**src/rtl/osd_window_arbiter_if.sv**
```systemverilog
// ---------------------------------------------------------------------------
// osd_window_arbiter_if
// Host configuration bus of the OSD window arbiter.
//   cfg_wr_en   host -> arbiter  write strobe, taken only while cfg_ready=1
//   cfg_addr    host -> arbiter  [3:2] window select, [1:0] register select
//   cfg_wdata   host -> arbiter  24-bit write data
//   cfg_ready   arbiter -> host  write accept (low only in a commit cycle)
//   cfg_applied arbiter -> host  one-cycle pulse after pending config commits
// ---------------------------------------------------------------------------
interface osd_window_arbiter_if;
    logic        cfg_wr_en;
    logic [3:0]  cfg_addr;
    logic [23:0] cfg_wdata;
    logic        cfg_ready;
    logic        cfg_applied;

    modport master (
        output cfg_wr_en,
        output cfg_addr,
        output cfg_wdata,
        input  cfg_ready,
        input  cfg_applied
    );

    modport slave (
        input  cfg_wr_en,
        input  cfg_addr,
        input  cfg_wdata,
        output cfg_ready,
        output cfg_applied
    );
endinterface

```
**src/rtl/osd_window_arbiter.sv**
```systemverilog
// ---------------------------------------------------------------------------
// osd_window_arbiter
// On-screen-display window scheduler for the HDMI output path. Four
// rectangular windows; for each active pixel the lowest-index window that
// covers it replaces the video colour. Host writes land in a pending bank
// and are copied to the active bank on a rising edge of i_vs, so a frame
// never sees a half-updated window.
// Ports:
//   clk, rst_n          pixel clock, asynchronous active-low reset
//   cfg                 host configuration bus (slave side)
//   i_hs/i_vs/i_de      input syncs and data enable
//   i_data              input RGB888 pixel
//   i_x/i_y             position of the current pixel
//   o_hs/o_vs/o_de      syncs and data enable delayed by 2 cycles
//   o_data              pixel after window substitution
//   o_win_hit           one-hot grant, 0 when no window owns the pixel
//   o_win_id            index of the granted window, 0 when none
// ---------------------------------------------------------------------------
module osd_window_arbiter #(
    parameter int NUM_WIN = 4,
    parameter int COORD_W = 12
) (
    input  logic                 clk,
    input  logic                 rst_n,
    osd_window_arbiter_if.slave  cfg,
    input  logic                 i_hs,
    input  logic                 i_vs,
    input  logic                 i_de,
    input  logic [23:0]          i_data,
    input  logic [COORD_W-1:0]   i_x,
    input  logic [COORD_W-1:0]   i_y,
    output logic                 o_hs,
    output logic                 o_vs,
    output logic                 o_de,
    output logic [23:0]          o_data,
    output logic [NUM_WIN-1:0]   o_win_hit,
    output logic [1:0]           o_win_id
);

    logic [COORD_W-1:0] r_pendXStart [NUM_WIN];
    logic [COORD_W-1:0] r_pendXEnd   [NUM_WIN];
    logic [COORD_W-1:0] r_pendYStart [NUM_WIN];
    logic [COORD_W-1:0] r_pendYEnd   [NUM_WIN];
    logic [23:0]        r_pendColour [NUM_WIN];
    logic [NUM_WIN-1:0] r_pendEn;

    logic [COORD_W-1:0] r_actXStart [NUM_WIN];
    logic [COORD_W-1:0] r_actXEnd   [NUM_WIN];
    logic [COORD_W-1:0] r_actYStart [NUM_WIN];
    logic [COORD_W-1:0] r_actYEnd   [NUM_WIN];
    logic [23:0]        r_actColour [NUM_WIN];
    logic [NUM_WIN-1:0] r_actEn;

    logic               r_dirty;
    logic               r_vsPrev;
    logic               r_cfgApplied;

    logic [NUM_WIN-1:0] r_s1Hit;
    logic               r_s1Hs;
    logic               r_s1Vs;
    logic               r_s1De;
    logic [23:0]        r_s1Data;

    logic               w_vsRise;
    logic               w_commit;
    logic               w_wrAccept;
    logic [1:0]         w_wrWin;
    logic [1:0]         w_wrReg;
    logic [NUM_WIN-1:0] w_hit;
    logic [NUM_WIN-1:0] w_grant;
    logic [1:0]         w_grantId;
    logic [23:0]        w_grantData;

    // A commit blocks the host for exactly one cycle so the pending bank is
    // copied in a consistent state; the colliding write must be retried.
    assign w_vsRise        = i_vs & ~r_vsPrev;
    assign w_commit        = w_vsRise & r_dirty;
    assign w_wrAccept      = cfg.cfg_wr_en & ~w_commit;
    assign w_wrWin         = cfg.cfg_addr[3:2];
    assign w_wrReg         = cfg.cfg_addr[1:0];
    assign cfg.cfg_ready   = ~w_commit;
    assign cfg.cfg_applied = r_cfgApplied;

    // Pending bank: host writes only, never seen by the hit logic.
    always_ff @(posedge clk or negedge rst_n) begin
        if (!rst_n) begin
            for (int w = 0; w < NUM_WIN; w++) begin
                r_pendXStart[w] <= '0;
                r_pendXEnd[w]   <= '0;
                r_pendYStart[w] <= '0;
                r_pendYEnd[w]   <= '0;
                r_pendColour[w] <= '0;
            end
            r_pendEn <= '0;
        end else if (w_wrAccept) begin
            case (w_wrReg)
                2'd0: begin
                    r_pendXStart[w_wrWin] <= COORD_W'(cfg.cfg_wdata[11:0]);
                    r_pendXEnd[w_wrWin]   <= COORD_W'(cfg.cfg_wdata[23:12]);
                end
                2'd1: begin
                    r_pendYStart[w_wrWin] <= COORD_W'(cfg.cfg_wdata[11:0]);
                    r_pendYEnd[w_wrWin]   <= COORD_W'(cfg.cfg_wdata[23:12]);
                end
                2'd2: r_pendColour[w_wrWin] <= cfg.cfg_wdata;
                default: r_pendEn[w_wrWin] <= cfg.cfg_wdata[0];
            endcase
        end
    end

    // Active bank: whole pending bank copied at a vsync rise with dirty set.
    always_ff @(posedge clk or negedge rst_n) begin
        if (!rst_n) begin
            for (int w = 0; w < NUM_WIN; w++) begin
                r_actXStart[w] <= '0;
                r_actXEnd[w]   <= '0;
                r_actYStart[w] <= '0;
                r_actYEnd[w]   <= '0;
                r_actColour[w] <= '0;
            end
            r_actEn <= '0;
        end else if (w_commit) begin
            r_actXStart <= r_pendXStart;
            r_actXEnd   <= r_pendXEnd;
            r_actYStart <= r_pendYStart;
            r_actYEnd   <= r_pendYEnd;
            r_actColour <= r_pendColour;
            r_actEn     <= r_pendEn;
        end
    end

    // Dirty flag, vsync edge detector and the commit pulse.
    always_ff @(posedge clk or negedge rst_n) begin
        if (!rst_n) begin
            r_dirty      <= 1'b0;
            r_vsPrev     <= 1'b0;
            r_cfgApplied <= 1'b0;
        end else begin
            r_vsPrev     <= i_vs;
            r_cfgApplied <= w_commit;
            if (w_commit) begin
                r_dirty <= 1'b0;
            end else if (w_wrAccept) begin
                r_dirty <= 1'b1;
            end
        end
    end

    // Inclusive unsigned bounds; start > end on either axis can never match.
    always_comb begin
        w_hit = '0;
        for (int w = 0; w < NUM_WIN; w++) begin
            w_hit[w] = r_actEn[w] & i_de
                     & (i_x >= r_actXStart[w]) & (i_x <= r_actXEnd[w])
                     & (i_y >= r_actYStart[w]) & (i_y <= r_actYEnd[w]);
        end
    end

    // Stage 1: hit vector plus the video it belongs to.
    always_ff @(posedge clk or negedge rst_n) begin
        if (!rst_n) begin
            r_s1Hit  <= '0;
            r_s1Hs   <= 1'b0;
            r_s1Vs   <= 1'b0;
            r_s1De   <= 1'b0;
            r_s1Data <= '0;
        end else begin
            r_s1Hit  <= w_hit;
            r_s1Hs   <= i_hs;
            r_s1Vs   <= i_vs;
            r_s1De   <= i_de;
            r_s1Data <= i_data;
        end
    end

    // Fixed priority: walking downwards lets the lowest hit index win.
    always_comb begin
        w_grant     = '0;
        w_grantId   = 2'd0;
        w_grantData = r_s1Data;
        for (int w = NUM_WIN - 1; w >= 0; w--) begin
            if (r_s1Hit[w]) begin
                w_grant     = '0;
                w_grant[w]  = 1'b1;
                w_grantId   = 2'(w);
                w_grantData = r_actColour[w];
            end
        end
    end

    // Stage 2: arbitration result and substituted pixel.
    always_ff @(posedge clk or negedge rst_n) begin
        if (!rst_n) begin
            o_hs      <= 1'b0;
            o_vs      <= 1'b0;
            o_de      <= 1'b0;
            o_data    <= '0;
            o_win_hit <= '0;
            o_win_id  <= 2'd0;
        end else begin
            o_hs      <= r_s1Hs;
            o_vs      <= r_s1Vs;
            o_de      <= r_s1De;
            o_data    <= w_grantData;
            o_win_hit <= w_grant;
            o_win_id  <= w_grantId;
        end
    end

endmodule
```
**src/flat_wrapper.sv**
```systemverilog
// flat-port wrapper written by rule: the top's interface ports become plain ports
module osd_window_arbiter_flat 
#(
    parameter int NUM_WIN = 4,
    parameter int COORD_W = 12
)
  (clk, rst_n, i_hs, i_vs, i_de, i_data, i_x, i_y, o_hs, o_vs, o_de, o_data, o_win_hit, o_win_id, cfg_cfg_wr_en, cfg_cfg_addr, cfg_cfg_wdata, cfg_cfg_ready, cfg_cfg_applied);
  osd_window_arbiter_if cfg_i ();
  input  logic clk;
  input  logic rst_n;
  input  logic i_hs;
  input  logic i_vs;
  input  logic i_de;
  input  logic [23:0] i_data;
  input  logic [COORD_W-1:0] i_x;
  input  logic [COORD_W-1:0] i_y;
  output logic o_hs;
  output logic o_vs;
  output logic o_de;
  output logic [23:0] o_data;
  output logic [NUM_WIN-1:0] o_win_hit;
  output logic [1:0] o_win_id;
  input wire logic [$bits(cfg_i.cfg_wr_en)-1:0] cfg_cfg_wr_en;
  input wire logic [$bits(cfg_i.cfg_addr)-1:0] cfg_cfg_addr;
  input wire logic [$bits(cfg_i.cfg_wdata)-1:0] cfg_cfg_wdata;
  output wire logic [$bits(cfg_i.cfg_ready)-1:0] cfg_cfg_ready;
  output wire logic [$bits(cfg_i.cfg_applied)-1:0] cfg_cfg_applied;
  assign cfg_i.cfg_wr_en = cfg_cfg_wr_en;
  assign cfg_i.cfg_addr = cfg_cfg_addr;
  assign cfg_i.cfg_wdata = cfg_cfg_wdata;
  assign cfg_cfg_ready = cfg_i.cfg_ready;
  assign cfg_cfg_applied = cfg_i.cfg_applied;
  osd_window_arbiter #(.NUM_WIN(NUM_WIN), .COORD_W(COORD_W)) u_core (.clk(clk), .rst_n(rst_n), .cfg(cfg_i), .i_hs(i_hs), .i_vs(i_vs), .i_de(i_de), .i_data(i_data), .i_x(i_x), .i_y(i_y), .o_hs(o_hs), .o_vs(o_vs), .o_de(o_de), .o_data(o_data), .o_win_hit(o_win_hit), .o_win_id(o_win_id));
endmodule
```
**config.mk**
```make
export PLATFORM = sky130hd
export DESIGN_NAME = osd_window_arbiter_flat
export DESIGN_NICKNAME = d
export VERILOG_FILES = /design/src/rtl/osd_window_arbiter_if.sv /design/src/rtl/osd_window_arbiter.sv /design/src/flat_wrapper.sv
export SDC_FILE = /design/constraint.sdc
export NUM_CORES = 1
export LEC_CHECK = 0
export CAP_MARGIN = 20
export CORE_MARGIN = 5
export CORE_UTILIZATION = 34
export DETAILED_ROUTE_END_ITERATION = 16
export GPL_TIMING_DRIVEN = 0
export PLACE_DENSITY = 0.57
export SYNTH_ARGS = -nofsm -noshare
export SYNTH_HDL_FRONTEND = slang
export SYNTH_SLANG_ARGS = --single-unit
```
**constraint.sdc**
```tcl
create_clock -name clk -period 4.65 [get_ports clk]
set_clock_uncertainty 0.15 [all_clocks]
set_input_delay 1.395 -clock clk [delete_from_list [all_inputs] [get_ports clk]]
set_output_delay 1.395 -clock clk [all_outputs]
set_load 0.1 [all_outputs]
```
==> reports/metrics.yaml <==
ys_async_sr_fraction_pct: 100.0
status: "finished clean"
avgSynthCellArea_um2: 11.04
ys_seq_elements: 650
use_met2_pct: 28.77
die_w_um: 301.7
worstPathRequired_ps: 4900
rows: 107
clk_pin_slew_ps: 60
grt_use_met3_pct: 2.894
grt_antenna_before_repair: 6
hold_end: "u_core.o_de$_DFF_PN0_"
worst_slew_pin_slew_ps: 1197
gp_congestion: 0.8271
first_pass_iters: 5
drtIter0Drc: 1379
post_cts_buffers: 0
clock_latency_ps: 620
overflow: 0
r2r_start: "u_core.r_actYEnd[37]$_DFFE_PN0P_"
grt_usage_pct: 18.17
syn2layout_area_growth_pct: 18.25
fmax_mhz: 223.8
cts_tree: "built"
vias: 19690
fin_area_um2: 34220
grt-busiest-layer: "met2"
final_cell_mix: "dfrtp_1, nand2_1, mux2_2, o21ai_0, ha_1"
htreeDepth: 3
synth-seq-area-share_pct: 56.22
peakVddDrop_uv: 269.3
routed_via_density: 4.897
fin_ws_ps: 180.9
ys.flop_type: "dfrtp_1"
nets: 3098
hold_viol_final: 0
hold_depth: 0
cts_sinks: 650
drc: 0
met1_usage_pct: 25.84
wl_per_cell_um: 20.55
io_pins: 117
port_buffers: 114
final_layout_size_suffix_gt1_share_pct: 16.63
placed_area_um2: 31860
dp_hpwl_mm: 57.54
antenna_left: 0
synth_edf_count: 0
end_kind: "flip-flop"
initial_core_util_pct: 34.09
cp_data_arrival_time_ps: 4710
hold_path_startpoint: "u_core.r_s1De$_DFF_PN0_"
reg2regPathDepth: 8
clockRootBuffer: "clkbuf_16"
grt_start_max_net_pins: 116
synth-warning-count: 0
powerDensity_nw_per_um2: 480.2
maxSlewViolCount: 0
power_leakage_uw: 0.01578
routed_wl_mm: 82.61
ys_types: 45
setup_viol: 0
grt_setup_unrepaired: "false"
cts_buffer_depth: 3
reg2reg_to: "u_core.r_s1Hit[0]$_DFF_PN0_"
synth_cells: 2621
timing_worst_setup_path_type: "in -> reg"
utilization_pct: 40.31
dieArea_um2: 91040
numCtsBuffers: 71
maxSlewHeadroom_pct: 20.18
fp.coreArea_um2: 84880
start_kind: "primary input"
r2r_slack_ps: 1650
die_h_um: 301.7
worstPathMaxFanout: 8
grt_pass1_wl_mm: 124.6
layout_commonest_cell: "dfrtp_1"
dp_slack_ps: -1067
first_global_vias: 19640
hold_class: "reg -> reg"
fin_crit_ps: 4469
min_period_over_period_pct: 96.11
maxCapViolations: 0
hold_ws_ps: 196.0
syn_nets: 2895
syn_area_um2: 28930
-- layer usage --
metal	vias up	routed length, um	share of wire, %
li1	9195	-	-
met1	9964	38460	47
met2	399	37830	46
met3	124	3714	4.5
met4	4	2586	3.1
met5	-	27	0.033
-- stage by stage --
step / std cells / TNS, ps / power, uW
finish: 4020 / 0 / 16430
global route: 4018 / 0 / 17370
CTS: 4018 / 0 / 16580
detailed placement: 3896 / -1864 / 10800
global placement: 3879 / - / 10720
floorplan: 2621 / 0 / 9678
-- final cells by class --
cell class	instances	area [um2]
diodes	2	5.005
plain buffers	137	686.9
clock buffers	103	2078
clock inverters	20	279.0
fillers	8338	50660
inverters	180	675.6
multi-input cells	1653	11300
flip-flops and latches	650	16270
well taps	1144	1431
repair buffers	131	1489
-- cells in the mapped netlist, drive strengths merged, types with 2 or more instances --
library cell  instances  area (um2)
o211ai                8       60.06
a21oi               105       525.5
nor2b                14       87.58
nand4                33       206.5
o2111ai               3       26.28
nor3                 19       128.9
buf                  65       414.2
nand3                26       135.1
ha                  192        2402
a21o                 20       150.1
dfrtp               650       16270
nor2                 78       352.8
mux2i                24       240.2
a2111oi               9       85.08
nand2b                9       71.32
o21ai               211        1056
a211o                 3       26.28
inv                 180       675.7
nor4                  5       31.28
o32ai                 2       17.52
nand2               573        2176
clkbuf               73       274.0
a211oi               18       135.1
mux2                292        3303
-- worst max path at each step --
stage                                    endpoint   start
6_report              u_core.r_s1Hit[0]$_DFF_PN0_  i_y[5]
5_1_grt               u_core.r_s1Hit[0]$_DFF_PN0_  i_y[5]
4_1_cts                             cfg_cfg_ready    i_vs
3_5_place_dp                        cfg_cfg_ready    i_vs
3_3_place_gp   u_core.r_actXStart[18]$_DFFE_PN0P_   rst_n
2_1_floorplan                       cfg_cfg_ready    i_vs
-- timing repair --
item / in CTS / in global routing
hold buffers: 0 / 0
setup endpoints to repair: 1 / 0
gates resized for setup: 6 / 0
endpoints found under the hold margin: 0 / 0
-- critical path, cell delays in order --
cell             delay, ps
clkdlybuf4s50_1        850
ha_1                   530
a21o_1                 180
nand3_1                 70
a21oi_1                 70
a2111oi_2              530
o221ai_1               180
nor4_1                 890
-- kinds of logic (layout without fill, tap and decap cells) --
kind of cell	count (synthesis)	count (layout)	share of synthesized area (%)
other cells	0	2	0
mux	316	316	12.25
compound gates	385	385	7.373
flops	650	650	56.22
fa+ha+maj	192	192	8.303
buf+inv	318	571	4.714
simple gates	760	760	11.15
-- state kept, by name, indices dropped and copies added (netlist names), 2 cells and up --
register,cells
u_core.r_actColour,96
u_core.r_pendColour,96
u_core.r_actXEnd,48
u_core.r_actXStart,48
u_core.r_actYEnd,48
u_core.r_actYStart,48
u_core.r_pendXEnd,48
u_core.r_pendXStart,48
u_core.r_pendYEnd,48
u_core.r_pendYStart,48
u_core.o_data,24
u_core.r_s1Data,24
u_core.o_win_hit,4
u_core.r_actEn,4
u_core.r_pendEn,4
u_core.r_s1Hit,4
u_core.o_win_id,2
-- power breakdown --
group | internal [uW] | leakage, uW | switching [uW]
logic | 1360 | 0.00648 | 1790
registers | 6980 | 0.00815 | 573
clock network | 3350 | 0.00115 | 2370
total | 11700 | 0.0158 | 4740
No activity file was read; power rests on OpenSTA's default activity.
